--- src/rtl/cmd_processor_param_if.sv ---
// UART byte-stream handshake between a host-side UART and cmd_processor_param.
// Signals:
//   rxReady  one-cycle strobe, rxData holds a received byte
//   rxData   received byte
//   txBusy   transmitter busy
//   txStart  one-cycle strobe, launch txData
//   txData   byte to transmit
// The slave modport is the command processor; master is the UART side.
interface cmd_processor_param_if;
  logic       rxReady;
  logic [7:0] rxData;
  logic       txBusy;
  logic       txStart;
  logic [7:0] txData;

  modport slave (
    input  rxReady,
    input  rxData,
    input  txBusy,
    output txStart,
    output txData
  );

  modport master (
    output rxReady,
    output rxData,
    output txBusy,
    input  txStart,
    input  txData
  );
endinterface

--- src/rtl/cmd_processor_param.sv ---
// Byte-oriented command processor behind a UART: version query, configuration
// register write/read, histogram snapshot dump with clear, error-count query.
// Ports:
//   clk        system clock, rising edge
//   reset_n    asynchronous active-low reset
//   uart       UART handshake (cmd_processor_param_if.slave)
//   histos     flattened histograms, channel k at [k*HIST_W +: HIST_W]
//   resethist  one-cycle pulse clearing the histograms
//   regs       flattened configuration registers, register k at [k*32 +: 32]
//   reg_wr     one-cycle write strobe per register
//   err_count  saturating count of rejected commands
// Optional feature: define CMD_TIMEOUT_EN to abandon a partial command after
// TIMEOUT idle cycles in argument collection.
module cmd_processor_param #(
  parameter int unsigned NHIST   = 8,
  parameter int unsigned HIST_W  = 32,
  parameter int unsigned NREG    = 8,
  parameter int unsigned VERSION = 8,
  parameter int unsigned TIMEOUT = 1000000
) (
  input  logic                      clk,
  input  logic                      reset_n,
  cmd_processor_param_if.slave      uart,
  input  logic [NHIST*HIST_W-1:0]   histos,
  output logic                      resethist,
  output logic [NREG*32-1:0]        regs,
  output logic [NREG-1:0]           reg_wr,
  output logic [7:0]                err_count
);

  localparam int unsigned HIST_BITS = NHIST * HIST_W;
  localparam int unsigned NBYTES    = HIST_BITS / 8;
  localparam int unsigned MAXB      = (NBYTES > 4) ? NBYTES : 4;
  localparam int unsigned CNT_W     = $clog2(MAXB + 1);
  localparam int unsigned TXB_W     = (HIST_BITS > 32) ? HIST_BITS : 32;

  localparam logic [7:0] OP_VER  = 8'h00;
  localparam logic [7:0] OP_WR   = 8'h01;
  localparam logic [7:0] OP_RD   = 8'h02;
  localparam logic [7:0] OP_HIST = 8'h03;
  localparam logic [7:0] OP_ERR  = 8'h04;

  typedef enum logic [2:0] {IDLE, ARGS, EXEC, SNAP, TX_LOAD, TX_WAIT} state_t;

  state_t             state;
  logic [7:0]         opcode;
  logic [7:0]         args [5];
  logic [2:0]         arg_cnt;
  logic [2:0]         arg_need;
  logic [TXB_W-1:0]   txbuf;
  logic [CNT_W-1:0]   tx_cnt;
  logic [CNT_W-1:0]   tx_total;

`ifdef CMD_TIMEOUT_EN
  localparam int unsigned TMO_W = $clog2(TIMEOUT + 1);
  logic [TMO_W-1:0]   tmo_cnt;
`endif

  // Number of argument bytes following each opcode.
  function automatic logic [2:0] args_for(input logic [7:0] op);
    case (op)
      OP_WR:   return 3'd5;
      OP_RD:   return 3'd1;
      default: return 3'd0;
    endcase
  endfunction

  function automatic logic [7:0] sat_inc(input logic [7:0] v);
    return (v == 8'hFF) ? v : v + 8'd1;
  endfunction

  // Register read mux and index range check on args[0].
  logic [31:0] rd_word_c;
  logic        idx_ok_c;
  logic [31:0] wr_word_c;

  always_comb begin
    rd_word_c = '0;
    idx_ok_c  = 32'(args[0]) < NREG;
    wr_word_c = {args[4], args[3], args[2], args[1]};
    for (int k = 0; k < NREG; k++) begin
      if (args[0] == 8'(k)) rd_word_c = regs[k*32 +: 32];
    end
  end

  // Command FSM with registered outputs.
  always_ff @(posedge clk or negedge reset_n) begin
    if (!reset_n) begin
      state        <= IDLE;
      uart.txStart <= 1'b0;
      uart.txData  <= '0;
      resethist    <= 1'b0;
      regs         <= '0;
      reg_wr       <= '0;
      err_count    <= '0;
      opcode       <= '0;
      arg_cnt      <= '0;
      arg_need     <= '0;
      txbuf        <= '0;
      tx_cnt       <= '0;
      tx_total     <= '0;
      for (int k = 0; k < 5; k++) args[k] <= '0;
`ifdef CMD_TIMEOUT_EN
      tmo_cnt      <= '0;
`endif
    end else begin
      uart.txStart <= 1'b0;
      resethist    <= 1'b0;
      reg_wr       <= '0;
      case (state)
        IDLE: begin
          if (uart.rxReady) begin
            opcode   <= uart.rxData;
            arg_cnt  <= '0;
            arg_need <= args_for(uart.rxData);
`ifdef CMD_TIMEOUT_EN
            tmo_cnt  <= '0;
`endif
            state    <= (args_for(uart.rxData) == 3'd0) ? EXEC : ARGS;
          end
        end
        ARGS: begin
          if (uart.rxReady) begin
            args[arg_cnt] <= uart.rxData;
            arg_cnt       <= arg_cnt + 3'd1;
`ifdef CMD_TIMEOUT_EN
            tmo_cnt       <= '0;
`endif
            if (arg_cnt == arg_need - 3'd1) state <= EXEC;
          end
`ifdef CMD_TIMEOUT_EN
          else if (tmo_cnt == TMO_W'(TIMEOUT - 1)) begin
            err_count <= sat_inc(err_count);
            state     <= IDLE;
          end else begin
            tmo_cnt <= tmo_cnt + TMO_W'(1);
          end
`endif
        end
        EXEC: begin
          tx_cnt <= '0;
          case (opcode)
            OP_VER: begin
              txbuf    <= TXB_W'(8'(VERSION));
              tx_total <= CNT_W'(1);
              state    <= TX_LOAD;
            end
            OP_WR: begin
              for (int k = 0; k < NREG; k++) begin
                if (args[0] == 8'(k)) begin
                  regs[k*32 +: 32] <= wr_word_c;
                  reg_wr[k]        <= 1'b1;
                end
              end
              if (!idx_ok_c) err_count <= sat_inc(err_count);
              state <= IDLE;
            end
            OP_RD: begin
              // rd_word_c is already zero for an out-of-range index.
              txbuf    <= TXB_W'(rd_word_c);
              tx_total <= CNT_W'(4);
              if (!idx_ok_c) err_count <= sat_inc(err_count);
              state    <= TX_LOAD;
            end
            OP_HIST: begin
              txbuf    <= TXB_W'(histos);
              tx_total <= CNT_W'(NBYTES);
              state    <= SNAP;
            end
            OP_ERR: begin
              txbuf    <= TXB_W'(err_count);
              tx_total <= CNT_W'(1);
              state    <= TX_LOAD;
            end
            default: begin
              err_count <= sat_inc(err_count);
              state     <= IDLE;
            end
          endcase
        end
        SNAP: begin
          resethist <= 1'b1;
          state     <= TX_LOAD;
        end
        TX_LOAD: begin
          if (!uart.txBusy) begin
            uart.txData  <= txbuf[7:0];
            uart.txStart <= 1'b1;
            txbuf        <= txbuf >> 8;
            tx_cnt       <= tx_cnt + CNT_W'(1);
            state        <= TX_WAIT;
          end
        end
        TX_WAIT: begin
          // Wait for the UART to accept the byte before moving on.
          if (uart.txBusy) state <= (tx_cnt == tx_total) ? IDLE : TX_LOAD;
        end
        default: state <= IDLE;
      endcase
    end
  end

endmodule

--- src/flat_wrapper.sv ---
// flat-port wrapper written by rule: the top's interface ports become plain ports
module cmd_processor_param_flat 
#(
  parameter int unsigned NHIST   = 8,
  parameter int unsigned HIST_W  = 32,
  parameter int unsigned NREG    = 8,
  parameter int unsigned VERSION = 8,
  parameter int unsigned TIMEOUT = 1000000
)
  (clk, reset_n, histos, resethist, regs, reg_wr, err_count, uart_rxReady, uart_rxData, uart_txBusy, uart_txStart, uart_txData);
  cmd_processor_param_if uart_i ();
  input  logic clk;
  input  logic reset_n;
  input  logic [NHIST*HIST_W-1:0] histos;
  output logic resethist;
  output logic [NREG*32-1:0] regs;
  output logic [NREG-1:0] reg_wr;
  output logic [7:0] err_count;
  input wire logic [$bits(uart_i.rxReady)-1:0] uart_rxReady;
  input wire logic [$bits(uart_i.rxData)-1:0] uart_rxData;
  input wire logic [$bits(uart_i.txBusy)-1:0] uart_txBusy;
  output wire logic [$bits(uart_i.txStart)-1:0] uart_txStart;
  output wire logic [$bits(uart_i.txData)-1:0] uart_txData;
  assign uart_i.rxReady = uart_rxReady;
  assign uart_i.rxData = uart_rxData;
  assign uart_i.txBusy = uart_txBusy;
  assign uart_txStart = uart_i.txStart;
  assign uart_txData = uart_i.txData;
  cmd_processor_param #(.NHIST(NHIST), .HIST_W(HIST_W), .NREG(NREG), .VERSION(VERSION), .TIMEOUT(TIMEOUT)) u_core (.clk(clk), .reset_n(reset_n), .uart(uart_i), .histos(histos), .resethist(resethist), .regs(regs), .reg_wr(reg_wr), .err_count(err_count));
endmodule
--- config.mk ---
export PLATFORM = sky130hd
export DESIGN_NAME = cmd_processor_param_flat
export DESIGN_NICKNAME = d
export VERILOG_FILES = /design/src/rtl/cmd_processor_param_if.sv /design/src/rtl/cmd_processor_param.sv /design/src/flat_wrapper.sv
export SDC_FILE = /design/constraint.sdc
export NUM_CORES = 1
export LEC_CHECK = 0
export ABC_AREA = 1
export CORE_MARGIN = 2
export CORE_UTILIZATION = 45
export DETAILED_ROUTE_END_ITERATION = 12
export DONT_BUFFER_PORTS = 1
export HOLD_SLACK_MARGIN = 0.02
export PLACE_DENSITY = 0.67
export SLEW_MARGIN = 30
export SYNTH_ARGS = -nofsm -noshare
export SYNTH_HDL_FRONTEND = slang
export SYNTH_SLANG_ARGS = --single-unit
--- constraint.sdc ---
create_clock -name clk -period 2.7 [get_ports clk]
set_clock_uncertainty 0.1 [all_clocks]
set_input_delay 0.405 -clock clk [delete_from_list [all_inputs] [get_ports clk]]
set_output_delay 0.405 -clock clk [all_outputs]
set_load 0.02 [all_outputs]
* Yosys cells after proc, flatten, opt, wreduce, memory -nomap -nowiden
Index checks and enable logic that the tools add are counted.
** Word-level totals
- Register bits after elaboration :: 607
- Latch bits :: 0
- Bits in writable memories :: 0
- Bits in read-only memories :: 0
- Input bits :: 268
- Output and inout port bits :: 282
- Word-level logic and storage cells :: 140
- Memories kept :: 0
** Operators by class
- Add/subtract/negate cells :: 4
- Multipliers :: 0
- Div/mod/pow operators :: 0
- $lt $le $gt $ge :: 3
- Equal/unequal tests :: 28
- Shifts and indexed selects :: 0
- Muxes and demuxes :: 48
- Bitwise operators :: 3
- Reduce and logical (&&, ||, !) cells :: 29
** Operators by type and width (number)
- one-hot mux 256 bit (4 select lines) :: 1
- one-hot mux 256 bit (2 select lines) :: 1
- 2-to-1 mux 256 bit :: 1
- 2-to-1 mux 32 bit :: 8
- bitwise mux 40 bit :: 1
- equality test 8 x 2 -> 1 bit, second input constant :: 5
- equality test 8 x 3 -> 1 bit, second input constant :: 5
- 2-to-1 mux 8 bit :: 5
- AND reduction 3 bit :: 11
- 2-to-1 mux 3 bit :: 10
- demux 8 bit (select 3 bit) :: 1
- equality test 8 x 1 -> 1 bit, second input constant :: 3
- one-hot mux 3 bit (2 select lines) :: 3
- one-hot mux 3 bit (6 select lines) :: 1
- one-hot mux 6 bit (3 select lines) :: 1
- zero test 8 bit :: 2
- one-hot mux 8 bit (2 select lines) :: 1
- one-hot mux 6 bit (2 select lines) :: 1
- 2-to-1 mux 1 bit :: 11
- != test 2 bit, second input constant :: 5
- AND reduction 2 bit :: 5
- adder 8 x 1 -> 8 bit, second input constant :: 1
- equality test 8 bit, second input constant :: 1
- < comparator 8 x 4 -> 1 bit, second input constant :: 1
- 23 further kinds :: 30

* Logic depth before layout (Yosys ltp)
Gate-level depths: netlist of run 1.
- Depth in word-level cells :: 11
- Depth in mapped cells :: 14
- Depth with buffers taken out :: 13

* Worst setup path after synthesis of run 1
OpenSTA, ideal clock, no wires.
- Kind :: register to register
- Start point :: register u_core.opcode[2]
- End point :: register u_core.txbuf[56]
- Setup time :: 130 ps
- Arrival :: 1740 ps
- Data required time :: 2470 ps
- Path slack :: 730 ps
- Stages on the path, launching flop included :: 10
- Path buffers :: 2
- Period minus slack after synthesis :: 1970 ps
- Cell sequence :: dfrtp_1 -> or2_4 -> nor4_4 -> inv_2 -> nand4_2 -> nand2_4 -> buf_2 -> clkbuf_1 -> nand2_1 -> o21ai_0
** On the way
- Cells in the longest elaborated chain, start to end :: 3
- Elaborated cells between the ends (all ways) :: 8
- Classes of those cells :: eq/ne: 4; mux: 2; reduce/logical: 2
** RTL lines
- from (decl) :: RTL line cmd_processor_param.sv:46 : logic [7:0] opcode;
- from (signal assigned) :: RTL line cmd_processor_param.sv:113 : opcode <= uart.rxData;
- equality test 8 x 3 -> 1 bit (tied with other cells) :: RTL line cmd_processor_param.sv:142 : case (opcode)
- one-hot mux 256 bit (4 select lines) or != test 5 x 4 -> 1 bit (tied branches)
- one-hot mux 256 bit (2 select lines) or AND reduction 3 bit (tied branches)
- to (signal assigned) :: RTL line cmd_processor_param.sv:144 : txbuf <= TXB_W'(8'(VERSION));
- to (signal assigned) :: RTL line cmd_processor_param.sv:160 : txbuf <= TXB_W'(rd_word_c);
- to (signal assigned) :: RTL line cmd_processor_param.sv:166 : txbuf <= TXB_W'(histos);
- to (decl) :: RTL line cmd_processor_param.sv:50 : logic [TXB_W-1:0] txbuf;
Several ways; a longest one is shown, not always the timed one.
A chain may end at the register's enable or synchronous reset.

* Worst setup path in the final report of run 1
- Start point :: register u_core.state[2]
- End point :: register u_core.txbuf[30]
** On the way
- Cells in the longest elaborated chain, start to end :: 3
- Elaborated cells between the ends (all ways) :: 7
- Classes of those cells :: eq/ne: 4; mux: 1; reduce/logical: 2
** RTL lines
- from (decl) :: RTL line cmd_processor_param.sv:45 : state_t state;
- from (signal assigned) :: RTL line cmd_processor_param.sv:119 : state <= (args_for(uart.rxData) == 3'd0) ? EXEC : ARGS;
- from (signal assigned) :: RTL line cmd_processor_param.sv:196 : if (uart.txBusy) state <= (tx_cnt == tx_total) ? IDLE : TX_LOAD;
- equality test 3 x 2 -> 1 bit or equality test 3 bit (tied branches) :: RTL line cmd_processor_param.sv:110 : case (state)
- != test 5 x 4 -> 1 bit (no line) (tied with other cells)
- AND reduction 3 bit (no line)
Several ways; a longest one is shown, not always the timed one.

==> results.md, run 1 <==
- R2r worst-path depth: 9
- Synthesized instance count: 3,311
- Critical R2R Capture: u_core.txbuf[30]
- Sequential power share: 0.425
- Fin crit period: 2.44 ns
- Crit Path Category: reg -> reg
- Max clock buf depth: 3
- HP Start: uart_rxReady
- Routed vias: 24.2k
- Post-route setup slack: 0.262 ns
- Clk slew on worst S/H paths: 0.06 ns
- Drt pass-1 iters: 7
- Num Clock Sinks: 603
- GRT Util Overall: 0.300
- Via/cell ratio: 5.54
- Slowest cell on crit path: buf_4
- Post-CTS setup repair buffer count: 0
- Synth Register Bits: 603
- YS warnings: 0
- Int Pwr: 0.0181 W
- Setup Viol. Count Final: 0
- RePlAce Congestion: 0.929
- Final period util: 0.903
- Largest net degree at the start of global routing: 604
- Placed wire-length estimate: 64,400 um
- Hold crit path type: in -> reg
- CTS tree: done
- Combinational Power Share: 0.259
- Status: finished, final reports clean
- Remaining DRCs: 0
- Core ar.: 60,200 um2
- Area of the multi-input gates: 10,200 um2
- RSZ-0062 raised after global routing: false
- Synthesized cell area: 27,300 um2
- CP arrival: 2.85 ns
- Reg area: 15,100 um2
- Slew Limit Fails: 0
- GRT overflow: 0
- Row Count: 90
- Endpoint class of the critical path: register
- Least-Margin Pin Slew: 1.13 ns
- Post-synthesis sequential area ratio: 0.552
- Netlist cell types: 40
- Dpl ws: 0.249 ns
- Initial antenna violation count: 12
- Beginning of the critical path: u_core.state[2]
- I/O Buffers: 0
- Achievable Freq: 410 MHz
- Avg WL per Cell: 21.9 um
- Post-route ant nets: 0
- Final setup TNS: 0 ns
- Ports: 550
- Via count of the first global-routing pass: 23.5k
- Placed Instances: 3,970
- Max incr delay on CP: 0.71 ns
- WHS: 0.0654 ns
- Pwr/cell area: 871 nW/um2
- Reg2Reg Setup Slack: 0.26 ns
- Height of the chip: 250 um
- Die Wd: 250 um
- Net count after synthesis: 3,582
- TritonCTS Buffers: 68
- DP Area: 28,300 um2
- Final Cell Area: 33,100 um2
- Finished Layout Cells: 4,358
- Routed wire length: 95,500 um
- CTS H-tree lvls: 3
- Leak Pwr: 14.6 nW
- Mapped Avg Cell Area: 8.25 um2
- Slew HR: 0.248
- CP startpoint kind: register
- Root Buffer: clkbuf_16
- Switching pwr: 0.0108 W
- DR iter-0 viols: 2,504
- First-pass GRT wire length: 144,000 um
- Maximum vdd drop: 0.000860 V
- RR Startpoint: u_core.state[2]
- Area growth, synth to finish: 21.3%
- Total Nets Final: 3,789
- CP Cell Sequence: inv_2, nor2_4, inv_2, buf_4, nand2_1, inv_1, buf_4, nand2_1, a21oi_1
- Final hold violation count: 0
- Initial Utilization: 0.454
- Overall die area: 62,700 um2
- Clock group share of total power: 0.316
- Maximum fanout along the worst path: 103
- # fillers: 5,286
- Worst skew pair latency: 0.61 ns
- CP endpoint: u_core.txbuf[30]
- Critical Path RT: 3.11 ns
- Maximum Capacitance Violations: 0
- Sw frac: 0.373
- Proportion of layout cells with a drive suffix above 1: 0.0620
-- cell usage after synthesis (all sizes together) --
library cell	n	share of area
xnor2	4	0.0013
mux2	1	0.00041
nand4	36	0.0087
or2	3	0.00078
nand3	60	0.011
inv	313	0.043
xor2	10	0.0032
nor3	14	0.0032
o41ai	1	0.00032
buf	116	0.023
nand2	868	0.12
a22oi	86	0.024
clkinv	2	0.00046
clkbuf	85	0.012
o22ai	3	0.00069
a32o	4	0.0015
ha	3	0.0014
nand3b	1	0.00027
a21oi	213	0.039
nor4	4	0.0026
a31oi	31	0.0071
o211ai	15	0.0041
dfrtp	603	0.55
o21ai	540	0.099
nor2	295	0.042
-- state kept, by name, indices dropped and copies added, names as in the netlist --
signal	count
u_core.uart.txStart	1
u_core.tx_total	3
u_core.regs	256
u_core.tx_cnt	6
u_core.uart.txData	8
u_core.err_count	8
u_core.arg_need	2
u_core.txbuf	256
u_core.state	3
u_core.resethist	1
u_core.opcode	8
u_core.reg_wr	8
u_core.arg_cnt	3
u_core.args	40
-- metrics by stage --
stage / util / power [W]
2_1_floorplan: - / 0.0169
3_3_place_gp: 0.469 / 0.0190
3_5_place_dp: 0.469 / 0.0191
4_1_cts: 0.547 / 0.0286
5_1_grt: 0.550 / 0.0303
6_report: 0.550 / 0.0289
-- worst max-delay path: cells and delay by family (launching register included) --
kind                   cells  cell delay (ns)
AOI/OAI and AO/OA          1             0.14
buffers and inverters      5             1.29
DFF                        1             0.46
and+or+nand+nor            3             0.33
-- cells in the final DEF, fill, tap and decap left out, types with 4 or more instances in the layout --
cell             n
nand4_1         34
clkbuf_16       69
nor2_1         282
xor2_1          10
o21ai_0        503
o21ai_1         37
clkbuf_8         8
inv_2            8
dfrtp_1        603
a21oi_1        213
clkbuf_1        19
o211ai_1        15
dlygate4sd3_1  255
clkinv_2        11
buf_16           6
a22oi_1         86
diode_2         11
nor2_2           6
a32o_1           4
buf_4           55
nor2_4           7
nand2_1        861
buf_12          21
inv_1          305
nand3_1         60
inv_6            4
nand2_2          6
bufinv_16        4
xnor2_1          4
nor3_1          12
a31oi_1         31
-- final cells by class --
class                           count  share of cell area
Multi-Input combinational cell   2192               0.306
Clock buffer                       96              0.0576
Timing Repair Buffer              338               0.107
Tap cell                          782              0.0295
Antenna cell                       11            0.000830
Sequential cell                   603               0.455
Clock inverter                     21             0.00717
Inverter                          315              0.0359
-- what timing repair did --
action | CTS | global route
gates resized for setup | 0 | 2
setup endpoints to repair | 0 | 5
hold buffers | 254 | 3
hold endpoints to repair | 858 | 191
-- power by group through the flow --
stage               logic (W)  clock network [W]  registers, W
floorplan             0.00504                  0        0.0118
global placement      0.00665                  0        0.0123
detailed placement    0.00678                  0        0.0124
CTS                   0.00713            0.00926        0.0122
global route          0.00829            0.00958        0.0124
finish                0.00748            0.00912        0.0123
-- routing by layer --
layer | vias to the layer above | global-route usage | wire length, um
met5 | - | 0 | 13
met4 | 2 | 0.146 | 5360
met3 | 282 | 0.0903 | 9000
met2 | 1190 | 0.469 | 44000
met1 | 11500 | 0.379 | 37100
li1 | 11200 | - | -
-- cell families after synthesis --
kind of cell | synth area share
adders and majority gates | 0.00137
buffers and inverters | 0.0781
xor gates and xnor gates | 0.00449
DFF | 0.552
muxes | 0.000412
AOI/OAI and AO/OA | 0.175
and+or+nand+nor | 0.188
-- worst min path at each step --
stage / endpoint / cells past startpoint / slack [ns]
after floorplan: u_core.arg_cnt[0] / 0 / 0.009
after global placement: u_core.regs[37] / 0 / 0.07
after detailed placement: u_core.args[30] / 0 / 0.07
after CTS: u_core.regs[35] / 0 / -0.57
after global routing: u_core.args[14] / 3 / 0.08
final: u_core.state[1] / 3 / 0.07
(Power assumes the default switching activity.)
==> inputs of run 2 (changes only) <==
- PLACE_DENSITY: 0.67 -> 0.58
==> run 2 against run 1 <==
The flow now finishes with violations (negative hold slack, max-slew violations). Combinational power is 3.7% lower. Routed wire length is 0.97% higher. First-iteration DRC count is 3.9% higher. Via count is 0.16% higher. Highest routed layer unchanged.
==> results.md, run 2 (synthesis results as in run 1) <==
- Status: complete, but fails checks
- Violated checks: negative hold slack, max-slew violations
- Final hold violation count: 422 (+422)
- Total Nets Final: 3,773 (-0.42%)
- Leak Pwr: 14.5 nW (-0.54%)
- Maximum fanout along the worst path: 35 (-66%)
- Commonest non-fill, non-tap cell in the layout: nand2_1
- Core ar.: 60,200 um2 (unchanged)
- WHS: -0.597 ns (-0.662 ns)
- Num Clock Sinks: 603 (unchanged)
- First-pass GRT wire length: 145,000 um (+0.33%)
- Crit Path Category: reg -> reg
- Slew HR: -1.07 (-1.32)
- Initial Utilization: 0.454 (unchanged)
- Max clock buf depth: 3 (unchanged)
- Routed vias: 24.2k (+0.16%)
- Final period util: 0.939 (+0.0366)
- Achievable Freq: 394 MHz (-3.9%)
- Power Total: 0.0288 W (-0.22%)
- Via count of the first global-routing pass: 23.6k (+0.26%)
- Beginning of the critical path: u_core.opcode[3]
- Reg2Reg Setup Slack: 0.16 ns (-0.10 ns)
- Initial antenna violation count: 12 (unchanged)
- Drt pass-1 iters: 6 (-1)
- GRT overflow: 0 (unchanged)
- Placed wire-length estimate: 66,300 um (+2.9%)
- Cell family with most CP delay: simple AND/OR/NAND/NOR gates
- Endpoint class of the critical path: register
- I/O Buffers: 0 (unchanged)
- Final Cell Area: 32,900 um2 (-0.71%)
- Clk slew on worst S/H paths: 0.06 ns (about the same)
- Pwr/cell area: 875 nW/um2 (+0.50%)
- Slowest cell on crit path: dfrtp_1
- CP arrival: 2.94 ns (+0.09 ns)
- Setup Viol. Count Final: 0 (unchanged)
- CP Cell Sequence: or2_4, nor4_4, nand2_2, buf_4, nor2_4, buf_4, nor2_1, a21oi_1
- Row Count: 90 (unchanged)
- Worst skew pair latency: 0.60 ns (about the same)
- Proportion of layout cells with a drive suffix above 1: 0.0611 (-0.000899)
- CTS tree: done
- GRT Util Overall: 0.302 (+0.00237)
- RePlAce Congestion: 0.928 (-0.17%)
- CP endpoint: u_core.regs[128]
- Maximum Capacitance Violations: 0 (unchanged)
- Critical Path RT: 3.11 ns (about the same)
- Hold crit path type: in -> async
- Avg WL per Cell: 22.2 um (+1.4%)
- Post-route ant nets: 0 (unchanged)
- Largest net degree at the start of global routing: 604 (unchanged)
- Remaining DRCs: 0 (unchanged)
- Area growth, synth to finish: 20.4%
- Root Buffer: clkbuf_16
- Final design utilization: 0.546 (-0.00393)
- CP Depth: 8 (-1)
- Biggest regs: u_core.regs: 256 flops, u_core.txbuf: 256 flops, u_core.args: 40 flops
- WP buf/inv: 2 (-3)
- Most used cell, CP: buf_4
- DR iter-0 viols: 2,602 (+3.9%)
- Max incr delay on CP: 0.40 ns (-0.31 ns)
- RSZ-0062 raised after global routing: true
- Post-CTS setup repair buffer count: 0 (unchanged)
- Routed wire length: 96,400 um (+0.97%)
- Slew Limit Fails: 446 (+446)
- DP Area: 28,100 um2 (-0.50%)
- R2r worst-path depth: 8 (-1)
- CP startpoint kind: register
- Height of the chip: 250 um (unchanged)
- CTS H-tree lvls: 3 (unchanged)
- TritonCTS Buffers: 69 (+1.5%)
- Maximum vdd drop: 0.000674 V (-22%)
- Ports: 550 (unchanged)
- # fillers: 5,441 (+2.9%)
- Critical R2R Capture: u_core.regs[128]
- Die Wd: 250 um (unchanged)
- Commonest non-fill, non-tap cells in the layout: 861 x nand2_1, 603 x dfrtp_1, 503 x o21ai_0, 305 x inv_1, 282 x nor2_1
- Hold-fix buffers at CTS: 250 (-1.6%)
- Least-Margin Pin Slew: 3.11 ns (+1.98 ns)
- Final setup TNS: 0 ns (unchanged)
- RR Startpoint: u_core.opcode[3]
- Overall die area: 62,700 um2 (unchanged)
- Via/cell ratio: 5.58 (+0.60%)
- Fin crit period: 2.54 ns (+0.0987 ns)
==> run 2: cell types whose count changed in the layout (fill, tap and decap cells not counted), sizes merged <==
cell         change
inv              -4
clkbuf          +10
bufinv           -2
clkinv           +1
buf             -12
diode            -6
clkinvlp         -1
dlygate4sd3      -5
==> run 2: final cells by class <==
cell class                 count  area [um2]  share of cell area
multi-input combinational   2192       10200               0.309
timing repair buffer         321        3230              0.0980
clock inverter                15         129             0.00392
inverter                     315        1190              0.0362
clock buffer                 106        2130              0.0647
tap                          782         978              0.0297
antenna                        5        12.5            0.000380
sequential                   603       15100               0.459
==> run 2: power by group <==
group	internal [W]	switching, W	total [W]
logic	0.00222	0.00499	0.00720
registers	0.0105	0.00172	0.0122
clock network	0.00561	0.00379	0.00940
==> run 2: worst min path at each step <==
| stage | to | slack [ns] | start | cells past startpoint |
|---|---|---|---|---|
| 2_1_floorplan | u_core.arg_cnt[0] | 0.009 | reset_n | 0 |
| 3_3_place_gp | u_core.regs[76] | 0.03 | reset_n | 0 |
| 3_5_place_dp | u_core.regs[76] | 0.03 | reset_n | 0 |
| 4_1_cts | u_core.regs[76] | -0.61 | reset_n | 0 |
| 5_1_grt | u_core.regs[76] | -0.62 | reset_n | 0 |
| 6_report | u_core.reg_wr[1] | -0.60 | reset_n | 0 |
==> run 2: through the flow <==
step,setup WS [ns],instances,hold slack [ns]
after floorplan,0.730,3311,0.00941
after global placement,0.280,3963,0.0252
after detailed placement,0.213,3963,0.0265
after CTS,0.192,4334,-0.613
after global routing,-0.0480,4338,-0.616
final,0.164,4339,-0.597
==> run 2: per-layer routing <==
layer,GRT usage,vias up,routed length [um]
li1,-,11200,-
met1,0.384,11800,38600
met2,0.486,1029,45500
met3,0.0923,230,8490
met4,0.112,10,3760
met5,0,-,72
==> run 2: worst register-to-register path: cells and delay by family (launching register included) <==
| family | cells | cell delay, ns |
|---|---|---|
| flip-flops | 1 | 0.40 |
| AO/OA/AOI/OAI | 1 | 0.14 |
| AND/OR/NAND/NOR | 5 | 1.15 |
| buffers and inverters | 2 | 0.65 |
==> run 2: timing repair <==
item	in CTS	in global routing
setup endpoints to repair	0	34
hold endpoints to repair	855	603
resized for setup	0	1
